## config.mk

```make
export PLATFORM = sky130hd
export DESIGN_NAME = wave_meas
export DESIGN_NICKNAME = d
export VERILOG_FILES = /design/src/rtl/awg_pkg.sv /design/src/rtl/wave_meas_schmitt_det.sv /design/src/rtl/wave_meas.sv
export SDC_FILE = /design/constraint.sdc
export NUM_CORES = 1
export LEC_CHECK = 0
export BUFFER_PORTS_ARGS = -buffer_cell sky130_fd_sc_hd__buf_2
export CAP_MARGIN = 20
export CORE_UTILIZATION = 62
export CTS_CLUSTER_SIZE = 20
export DETAILED_ROUTE_END_ITERATION = 6
export GPL_TIMING_DRIVEN = 0
export PLACE_DENSITY_LB_ADDON = 0.05
export SYNTH_ARGS = -nofsm -noshare
export SYNTH_HDL_FRONTEND = slang
export SYNTH_SLANG_ARGS = --single-unit
export TNS_END_PERCENT = 1
```

## constraint.sdc

```tcl
create_clock -name clk -period 12.3 [get_ports clk]
set_clock_uncertainty 0.05 [all_clocks]
set_input_delay 2.46 -clock clk [delete_from_list [all_inputs] [get_ports clk]]
set_output_delay 2.46 -clock clk [all_outputs]
set_load 0.02 [all_outputs]
```

## src/rtl/awg_pkg.sv

```systemverilog
// Shared definitions for the AWG sample path: sample format and the
// measurement FSM state encoding.
package awg_pkg;

  localparam int unsigned AWG_DW  = 14;
  localparam int unsigned AWG_MID = 8192;

  typedef enum logic [1:0] {
    ST_IDLE = 2'd0,
    ST_ARM  = 2'd1,
    ST_MEAS = 2'd2
  } meas_state_e;

endpackage

```

## src/rtl/wave_meas_schmitt_det.sv

```systemverilog
// Hysteresis comparator around midscale; rise_pulse flags the LO->HI
// transition on the qualifying sample itself (no added latency).
module schmitt_det
  import awg_pkg::*;
#(
  parameter int unsigned DW   = AWG_DW,
  parameter int unsigned MID  = AWG_MID,
  parameter int unsigned HYST = 64
) (
  input  logic          clk,
  input  logic          rst,
  input  logic          sample_valid,
  input  logic [DW-1:0] sample,
  output logic          level,
  output logic          rise_pulse
);

  // Thresholds kept one bit wider than the sample so MID+HYST cannot wrap.
  localparam logic [DW:0] HI_THR = (DW+1)'(MID + HYST);
  localparam logic [DW:0] LO_THR = (DW+1)'(MID - HYST);

  logic        level_q, level_d;
  logic [DW:0] s_ext;
  logic        above, below;

  assign s_ext = {1'b0, sample};
  assign above = (s_ext >= HI_THR);
  assign below = (s_ext <= LO_THR);

  always_comb begin
    level_d = level_q;
    if (sample_valid) begin
      if (!level_q && above)
        level_d = 1'b1;
      else if (level_q && below)
        level_d = 1'b0;
    end
  end

  always_ff @(posedge clk) begin
    if (rst)
      level_q <= 1'b0;
    else
      level_q <= level_d;
  end

  assign level      = level_q;
  assign rise_pulse = sample_valid & ~level_q & above;

endmodule

```

## src/rtl/wave_meas.sv

```systemverilog
// Period / peak measurement over NPER rising crossings of the sample stream,
// with a sample-count timeout and a one-cycle result pulse.
module wave_meas
  import awg_pkg::*;
#(
  parameter int unsigned DW      = AWG_DW,
  parameter int unsigned MID     = AWG_MID,
  parameter int unsigned HYST    = 64,
  parameter int unsigned NPER    = 4,
  parameter int unsigned PW      = 20,
  parameter int unsigned TIMEOUT = (1 << 20) - 1
) (
  input  logic          clk,
  input  logic          rst,
  input  logic          en,
  input  logic          sample_valid,
  input  logic [DW-1:0] sample,
  output logic          result_valid,
  output logic [PW-1:0] period,
  output logic [PW+5:0] period_sum,
  output logic [DW-1:0] peak_max,
  output logic [DW-1:0] peak_min,
  output logic [DW-1:0] pp_amp,
  output logic          timeout,
  output logic          locked
);

  localparam int unsigned SH  = $clog2(NPER);
  localparam int unsigned NCW = SH + 1;

  meas_state_e   state_q, state_d;
  logic [PW-1:0] cnt_q, cnt_d, cnt_inc;
  logic [NCW-1:0] ncross_q, ncross_d, ncross_inc;
  logic [DW-1:0] max_q, max_d, min_q, min_d, smax, smin;

  logic          rv_q, rv_d;
  logic [PW-1:0] period_q, period_d;
  logic [PW+5:0] psum_q, psum_d;
  logic [DW-1:0] pmax_q, pmax_d, pmin_q, pmin_d, pp_q, pp_d;
  logic          to_q, to_d;

  logic level, rise_pulse, rise_evt;

  schmitt_det #(
    .DW   (DW),
    .MID  (MID),
    .HYST (HYST)
  ) u_schmitt (
    .clk          (clk),
    .rst          (rst),
    .sample_valid (sample_valid),
    .sample       (sample),
    .level        (level),
    .rise_pulse   (rise_pulse)
  );

  assign rise_evt   = rise_pulse & ~level;
  assign cnt_inc    = cnt_q + 1'b1;
  assign ncross_inc = ncross_q + 1'b1;
  assign smax       = (sample > max_q) ? sample : max_q;
  assign smin       = (sample < min_q) ? sample : min_q;

  always_comb begin
    state_d  = state_q;
    cnt_d    = cnt_q;
    ncross_d = ncross_q;
    max_d    = max_q;
    min_d    = min_q;
    rv_d     = 1'b0;
    period_d = period_q;
    psum_d   = psum_q;
    pmax_d   = pmax_q;
    pmin_d   = pmin_q;
    pp_d     = pp_q;
    to_d     = to_q;

    if (!en) begin
      state_d = ST_IDLE;
    end else begin
      unique case (state_q)
        ST_IDLE: state_d = ST_ARM;

        ST_ARM: begin
          if (rise_evt) begin
            state_d  = ST_MEAS;
            cnt_d    = '0;
            ncross_d = '0;
            max_d    = sample;
            min_d    = sample;
          end
        end

        ST_MEAS: begin
          if (sample_valid) begin
            cnt_d = cnt_inc;
            max_d = smax;
            min_d = smin;
            if (rise_evt)
              ncross_d = ncross_inc;
            // Completion is tested first so it wins over a coincident timeout;
            // the completing sample also seeds the next window.
            if (rise_evt && (ncross_inc == NCW'(NPER))) begin
              rv_d     = 1'b1;
              to_d     = 1'b0;
              psum_d   = (PW+6)'(cnt_inc);
              period_d = cnt_inc >> SH;
              pmax_d   = smax;
              pmin_d   = smin;
              pp_d     = smax - smin;
              cnt_d    = '0;
              ncross_d = '0;
              max_d    = sample;
              min_d    = sample;
            end else if (cnt_inc == PW'(TIMEOUT)) begin
              rv_d     = 1'b1;
              to_d     = 1'b1;
              psum_d   = '0;
              period_d = '0;
              pmax_d   = smax;
              pmin_d   = smin;
              pp_d     = smax - smin;
              state_d  = ST_ARM;
            end
          end
        end

        default: state_d = ST_IDLE;
      endcase
    end
  end

  always_ff @(posedge clk) begin
    if (rst) begin
      state_q  <= ST_IDLE;
      cnt_q    <= '0;
      ncross_q <= '0;
      max_q    <= '0;
      min_q    <= '0;
      rv_q     <= 1'b0;
      period_q <= '0;
      psum_q   <= '0;
      pmax_q   <= '0;
      pmin_q   <= '0;
      pp_q     <= '0;
      to_q     <= 1'b0;
    end else begin
      state_q  <= state_d;
      cnt_q    <= cnt_d;
      ncross_q <= ncross_d;
      max_q    <= max_d;
      min_q    <= min_d;
      rv_q     <= rv_d;
      period_q <= period_d;
      psum_q   <= psum_d;
      pmax_q   <= pmax_d;
      pmin_q   <= pmin_d;
      pp_q     <= pp_d;
      to_q     <= to_d;
    end
  end

  assign result_valid = rv_q;
  assign period       = period_q;
  assign period_sum   = psum_q;
  assign peak_max     = pmax_q;
  assign peak_min     = pmin_q;
  assign pp_amp       = pp_q;
  assign timeout      = to_q;
  assign locked       = (state_q == ST_MEAS);

endmodule

```

* Word level (Yosys, flattened, before mapping)
Cells that the tools add are included.
** Storage, ports and cells
- Logic and storage cells :: 90
- Output and inout port bits :: 91
- Bits of input ports :: 18
- Register bits after elaboration :: 144
** Cells by class
- Reductions and logical operators :: 15
- Add/sub/neg operators :: 3
- Bitwise logic cells :: 7
- Multiplexer cells :: 39
- Equality and inequality tests :: 9
- $lt $le $gt $ge :: 4
** Operator list (number)
- $mux W14 :: 13
- $mux W20 :: 5
- $pmux W14 S2 :: 2
- $mux W26 :: 2
- $pmux W20 S2 :: 1
- $add A20 B1 Y20 const B :: 1
- $eq A20 B20 Y1 const B :: 1
- $ge A14 B14 Y1 const B :: 1
- $gt A14 B14 Y1 :: 1
- $le A14 B13 Y1 const B :: 1
- $lt A14 B14 Y1 :: 1
- $sub A14 B14 Y14 :: 1
- $mux W3 :: 4
- $reduce_and A4 Y1 :: 3
- $mux W2 :: 4
- $mux W1 :: 6
- $ne A2 B2 Y1 const B :: 3
- $pmux W2 S3 :: 1
- $pmux W3 S2 :: 1
- $reduce_bool A2 Y1 :: 3
- $reduce_and A5 Y1 :: 1
- $not A1 Y1 :: 4
- $reduce_or A4 Y1 :: 1
- $add A3 B1 Y3 const B :: 1
- 11 further kinds :: 15

* Longest topological paths before layout
Gate-level depths: netlist of run 1.
- Word-level depth :: 8
- Gate-level depth with buffers :: 19
- Depth with buffers taken out :: 19

* Hierarchy
Synthesis of run 1 repeated with hierarchy kept, for this count alone.
** Second synthesis, totals
- Cells, all modules :: 812
- Area, all modules :: 6945.4 µm²
** By module, submodules not included
- wave_meas :: sequential area each 2342.2 µm², cells each 798, times used 1, area each 6849.1 µm²
- schmitt_det :: sequential area each 20.0 µm², cells each 14, times used 1, area each 96.3 µm²

* Worst setup path before layout of run 1
OpenSTA, ideal clock, no wires.
- Kind :: input-to-reg
- Start :: input port sample[4]
- End :: register pp_q[12], in the netlist pp_amp[12]
- Data required time :: 12116 ps
- Cell stages on the path :: 17
- Data arrival time :: 6164 ps
- Path buffers :: 1
- Library setup time :: 134 ps
- Path slack :: 5952 ps
- Cell sequence :: ha_1 > a21oi_1 > a21boi_0 > o31ai_1 > a21oi_1 > clkbuf_1 > mux2i_1 > ha_1 > inv_1 > fa_1 > a21o_1 > a21oi_1 > o21bai_1 > a2111oi_0 > o31ai_1 > a31oi_1 > o221ai_1
** Between the ends
- Longest elaborated chain between the ends :: 6
- Elaborated cells between the ends (all ways) :: 13
- Those cells by class :: add/sub: 1; order compare: 3; mux: 4; bitwise: 2; reduce/logical: 3
** Ends and longest elaborated chain
- start, declared :: line wave_meas.sv:17 : input logic [DW-1:0] sample,
- parallel branches: the longest is 6 deep, another holds $gt A14 B14 Y1
- end signal, assigned :: line wave_meas.sv:157 : pp_q <= pp_d;
- end, declared :: line wave_meas.sv:39 : logic [DW-1:0] pmax_q, pmax_d, pmin_q, pmin_d, pp_q, pp_d;
Several ways; the timed one is not identified. The select of a mux whose other input is x is not followed.
A chain may end at the register's enable or synchronous reset.

* Final worst setup path of run 1
Same ends and word-level chain as after synthesis.

==> results of run 1 <==
worst max-delay path: stages:
cell and delay (ps):
buf_2 160, ha_1 330, nand3_1 80, a21boi_0 180, o31ai_1 110, a21oi_1 600, clkbuf_1 420, mux2i_1 380
ha_1 260, inv_1 60, fa_1 420, a21o_1 180, a21oi_1 220, o21bai_1 120, a2111oi_0 600, o31ai_1 220
a31oi_1 280, nand4_1 130, o221ai_1 100
state kept, by name (all words and copies together), names as in the netlist:
signal,cells
cnt_q,20
period,17
max_q,14
min_q,14
peak_max,14
peak_min,14
pp_amp,14
ncross_q,3
period_sum,3
state_q,2
result_valid,1
timeout,1
u_schmitt.level,1
placed cells by master, fill, tap and decap left out, types with 5 or more instances in the layout:
cell       Yosys  layout
nand3_1       26      26
a21o_1         6       6
a31oi_1       12      12
mux2i_1       42      42
buf_4         28      28
nor2_1       133     133
o21ai_0       42      42
and3_1         5       5
or3_1          9       9
ha_1          44      44
dfxtp_1      118     118
a211oi_1      23      23
o21a_1         5       5
inv_1         38      38
xnor2_1       16      16
clkbuf_1      33      35
a21oi_1       62      62
clkbuf_8       0       7
buf_2          9     108
xor2_1         9       9
nor4_1         7       7
and2_1         7       7
nand4_1       12      12
nand2b_1       5       5
clkbuf_16      0      16
nand2_1       65      65
nor3_1        28      28
conb_1         1       8
metal layers:
metal  global-route usage (%)  up-vias  share of wire, %
met3                     6.38       65               5.9
met4                     20.5        0               4.7
met5                        0        -                 0
li1                         -     3170                 -
met1                     38.8     3118                39
met2                     63.5      248                51
metrics by stage:
step | hold WS (ps) | std cells | power, mW | cell area (µm²)
CTS | 406 | 1117 | 1.01 | 8050
detailed placement | 395 | 1085 | 0.500 | 7430
global placement | 392 | 1085 | 0.496 | 7430
floorplan | 408 | 850 | 0.470 | 6760
finish | 402 | 1117 | 1.01 | 8050
global route | 424 | 1117 | 1.04 | 8050
cell families after synthesis:
family / count (synthesis) / synth area share, %
muxes: 44 / 6.57
DFF: 118 / 35.1
and+or+nand+nor: 319 / 21.9
other: 1 / 0.0557
adders and majority gates: 45 / 8.47
AOI/OAI and AO/OA: 181 / 16.6
xor gates and xnor gates: 25 / 3.25
buffers and inverters: 110 / 8.08
cell usage after synthesis (12+ instances only):
library cell,count
inv_1,38
nand4_1,12
mux2i_1,42
dfxtp_1,118
a31oi_1,12
nor3_1,28
a21oi_1,62
nand2_1,65
nor2_1,133
clkbuf_1,33
a211oi_1,23
o21ai_0,42
buf_4,28
nand3_1,26
xnor2_1,16
ha_1,44
layout make-up:
type	count	area [µm²]
clock buffers	25	504
flip-flops and latches	118	2360
multi-input cells	622	3860
well taps	136	170
repair buffers	99	495
plain buffers	72	402
fillers	734	2370
inverters	38	143
clock inverters	7	115
worst min path at each step:
stage	start	endpoint	slack [ps]	cells after the start
after floorplan	u_schmitt.level$_SDFFE_PP0P_	u_schmitt.level$_SDFFE_PP0P_	410	2
after global placement	pp_amp[1]$_SDFFE_PP0P_	pp_amp[1]$_SDFFE_PP0P_	390	2
after detailed placement	pp_amp[8]$_SDFFE_PP0P_	pp_amp[8]$_SDFFE_PP0P_	390	2
after CTS	pp_amp[3]$_SDFFE_PP0P_	pp_amp[3]$_SDFFE_PP0P_	410	2
after global routing	pp_amp[3]$_SDFFE_PP0P_	pp_amp[3]$_SDFFE_PP0P_	420	2
final	pp_amp[6]$_SDFFE_PP0P_	pp_amp[6]$_SDFFE_PP0P_	400	2
where the power goes:
| part | switching [mW] | total [mW] | internal, mW |
|---|---|---|---|
| sequential | 0.00105 | 0.385 | 0.384 |
| combinational | 0.0692 | 0.110 | 0.0407 |
| clock | 0.175 | 0.516 | 0.341 |
| total | 0.246 | 1.01 | 0.765 |
==> results.yml, run 1 <==
power_and_ir_drop:
  power_density_nw_per_um2: 126
  leakage_nw: 3.55
  ir_drop_v: 0.000120
yosys:
  synthCells: 843
  netlist.top_cell.by_area: "dfxtp_1"
  ys_seq_area_share_pct: 35.1
  yosys.area.top_type_share_pct: 35.1
  ys.flop_type: "dfxtp_1"
  synth_cell_type_count: 60
  synth_edf_count: 0
  synth_warnings: 0
  synth_area_leaders: "dfxtp_1 (35%), ha_1 (8.2%), nor2_1 (7.4%)"
  synthArstFlopShare_pct: 0
  synth.avg_cell_area_um2: 7.99
  syn_area_um2: 6740
  yosys_register_bits: 118
clocking:
  clk_pin_slew_ps: 60
  cts_resized: 0
  cts_sinks: 118
  htreeDepth: 4
  cts_tree: "done"
  cts_buffers: 17
  cts_hold_buf: 0
  cts_setup_buffers: 0
  clock_latency_ps: 540
  root_buffer: "clkbuf_8"
  clk_path_buf_depth: 2
timing:
  finalHoldViolations: 0
  fmax_mhz: 144
  worst_pin_slew_ps: 785
  rsz0062_at_grt: "no"
  setup_violations: 0
  tns_ps: 0
  fin_crit_sh_pct: 56.4
  maxSlewHeadroom_pct: 47.1
  layout_min_cycle_time_ps: 6930
  setup_ws_ps: 5370
  drv_slew: 0
worst_setup_path:
  crit_path_end: "pp_amp[12]$_SDFFE_PP0P_"
  start_kind: "primary input"
  reg2reg_slack_ps: 7060
  cp-startpoint: "sample[4]"
  worstSetupEndpointType: "register"
  r2r-end: "pp_amp[12]$_SDFFE_PP0P_"
  crit_fanout: 10
  r2r_cells: 19
  worstPathRequired_ps: 12700
  critPathKind: "in -> reg"
  reg2reg_from: "max_q[13]$_SDFFE_PP0P_"
  worst-endpoint-arrival_ps: 7330
detailed_routing:
  drtIter0Drc: 454
  num_vias: 6601
  vias_per_cell: 5.91
  dr.pass1.iters: 7
  routed_wl_um: 19500
  wl_per_cell_um: 17.5
  drtAntennaViolNets: 0
  drc: 2
final_layout:
  antenna_cells: 0
  layout.nets: 1031
  finish.utilization_pct: 77.3
  drive_gt1_share_pct: 18.1
  areaGrowthSynthToFinish_pct: 19.5
global_routing:
  track_usage_pct: 35.4
  grt_max_degree: 17
  grt_pass1_wl_um: 30800
  grt_pass1_vias: 6376
  antenna_found_initial: 0
  gr-total-overflow: 0
run:
  cap_violations: 0
place:
  dpl_worst_slack_ps: 4970
  port_buffers: 99
  hpwl_um: 14400
  place_congestion: 0.933
floorplan:
  num_rows: 37
  start_util_pct: 64.7
  die_w_um: 106
  dieArea_um2: 11300
  fp.dieH_um: 106
  ios: 109
  core_um2: 10400
hold_path:
  worstHoldPathType: "reg -> reg"
run_status:
  violations: "DRC"
  outcome: "complete, but fails checks"
Power figures use the tool's default switching activity.
==> run 2, diff against run 1 <==
--- a/config.mk
+++ b/config.mk
@@ -7,7 +7,7 @@
 export LEC_CHECK = 0
 export BUFFER_PORTS_ARGS = -buffer_cell sky130_fd_sc_hd__buf_2
 export CAP_MARGIN = 20
-export CORE_UTILIZATION = 62
+export CORE_UTILIZATION = 57
 export CTS_CLUSTER_SIZE = 20
 export DETAILED_ROUTE_END_ITERATION = 6
 export GPL_TIMING_DRIVEN = 0
==> constraint.sdc (replaced) <==
create_clock -name clk -period 7.3 [get_ports clk]
set_clock_uncertainty 0.05 [all_clocks]
set_input_delay 1.46 -clock clk [delete_from_list [all_inputs] [get_ports clk]]
set_output_delay 1.46 -clock clk [all_outputs]
set_load 0.02 [all_outputs]
==> results.yml, run 2 (synthesis results as in run 1) <==
place:
  hpwl_um: 14600
  port_buffers: 99
  dp.cells: 1092
  place_congestion: 0.927
  dpl_worst_slack_ps: 1060
  placed_area_um2: 7440
final_layout:
  final_cells: 1124
  layout.nets: 1031
  layout_commonest_cell: "nor2_1"
  largest-register: "cnt_q"
  areaGrowthSynthToFinish_pct: 20.0
  finish.utilization_pct: 70.5
  fillers: 949
  fin_area_um2: 8080
  drive_gt1_share_pct: 18.1
  final_cell_mix: "nor2_1 (133), dfxtp_1 (118), buf_2 (108)"
  antenna_cells: 0
  largest_reg_flops: 20
global_routing:
  grt_pass1_vias: 6284
  grtUsageMet3_pct: 5.80
  grt_pass1_wl_um: 31200
  grt.met2_usage_pct: 56.5
  track_usage_pct: 32.3
  gr-total-overflow: 0
  antenna_found_initial: 0
  grt_use_met1_pct: 36.7
  grt_busiest_layer: "met2"
  grt_max_degree: 17
clocking:
  htreeDepth: 4
  clk_pin_slew_ps: 60
  cts_hold_buf: 0
  clk_path_buf_depth: 2
  cts_tree: "done"
  cts_sinks: 118
  root_buffer: "clkbuf_16"
  cts_setup_buffers: 0
  cts_buffers: 17
  cts_resized: 0
  clock_latency_ps: 410
detailed_routing:
  vias_per_cell: 5.83
  drtIter0Drc: 457
  num_vias: 6558
  wl_per_cell_um: 17.4
  routed_wl_um: 19500
  dr.pass1.iters: 5
  drc: 0
  drtAntennaViolNets: 0
worst_setup_path:
  worstSetupEndpointType: "register"
  reg2reg_from: "max_q[13]$_SDFFE_PP0P_"
  worstPathRequired_ps: 7590
  worst-endpoint-arrival_ps: 6230
  worstPathCellList: "buf_2 -> ha_1 -> nand3_1 -> a21boi_0 -> o31ai_1 -> a21oi_1 -> clkbuf_1 -> mux2i_1 -> ha_1 -> inv_1 -> fa_1 -> a21o_1 -> a21oi_1 -> o21bai_1 -> a2111oi_0 -> o31ai_1 -> a31oi_1 -> nand4_1 -> o221ai_1"
  cpLargestDelayFamily: "compound AO/OA/AOI/OAI gates"
  reg2reg_slack_ps: 2180
  critPathKind: "in -> reg"
  crit_buf_inv: 3
  critPathMaxStageDelay_ps: 630
  r2r_cells: 19
  start_kind: "primary input"
  critPathSlowestCell: "a21oi_1"
  r2r-end: "pp_amp[12]$_SDFFE_PP0P_"
  crit_fanout: 10
timing:
  setup_violations: 0
  tns_ps: 0
  fin_crit_sh_pct: 81.3
  layout_min_cycle_time_ps: 5940
  rsz0062_at_grt: "no"
  worst_pin_slew_ps: 807
  timing.hold.ws_ps: 409
  fmax_mhz: 168
  drv_slew: 0
  maxSlewHeadroom_pct: 45.6
  setup_ws_ps: 1360
  finalHoldViolations: 0
hold_path:
  min-delay-start: "pp_amp[6]$_SDFFE_PP0P_"
  min_to: "pp_amp[6]$_SDFFE_PP0P_"
  worstHoldPathCells: 2
  worstHoldPathType: "reg -> reg"
run:
  cap_violations: 0
power_and_ir_drop:
  ir_drop_v: 0.000212
  p_total_mw: 1.74
  leakage_nw: 3.56
  power_density_nw_per_um2: 215
floorplan:
  ios: 109
  num_rows: 39
  dieArea_um2: 12300
  start_util_pct: 58.8
  die_w_um: 111
  fp.dieH_um: 111
  core_um2: 11500
run_status:
  outcome: "finished clean"
[run 2: area by class of cell]
type / instances / area, µm² / area share (%)
Sequential cell: 118 / 2360 / 29.2
Tap cell: 143 / 179 / 2.21
Inverter: 38 / 143 / 1.76
Buffer: 72 / 402 / 4.97
Timing Repair Buffer: 99 / 495 / 6.13
Clock buffer: 24 / 502 / 6.21
Multi-Input combinational cell: 622 / 3860 / 47.7
Clock inverter: 8 / 143 / 1.76
[run 2: worst reg2reg max path: stages, from the launching register on]
cell and delay (ps):
dfxtp_1 330, inv_1 70, ha_1 320, nand4_1 140, nor2_1 130, o31ai_1 80
a21oi_1 630, clkbuf_1 450, mux2i_1 360, ha_1 240, inv_1 60, fa_1 400
a21o_1 170, a21oi_1 240, o21bai_1 120, a2111oi_0 550, o31ai_1 210, a31oi_1 270
nand4_1 120, o221ai_1 90
[run 2: worst max path at each step]
stage	startpoint	to	slack, ps	cells past startpoint
after global routing	sample[4]	pp_amp[12]$_SDFFE_PP0P_	1020	19
final	sample[4]	pp_amp[12]$_SDFFE_PP0P_	1360	19
after CTS	sample[4]	pp_amp[12]$_SDFFE_PP0P_	1450	19
after detailed placement	sample[4]	pp_amp[12]$_SDFFE_PP0P_	1060	19
after global placement	sample[4]	pp_amp[12]$_SDFFE_PP0P_	1160	18
after floorplan	sample[4]	pp_amp[12]$_SDFFE_PP0P_	1950	17
[run 2: metal layers]
layer  part of all wire, %  up-vias
li1                      -     3182
met1                    40     3051
met2                    49      253
met3                   5.0       72
met4                   5.6        0
met5                     0        -
[run 2: power breakdown]
group / internal (mW) / total (mW) / switching, mW
clock network: 0.615 / 0.905 / 0.290
logic: 0.0687 / 0.187 / 0.118
registers: 0.648 / 0.649 / 0.00171
total: 1.33 / 1.74 / 0.410
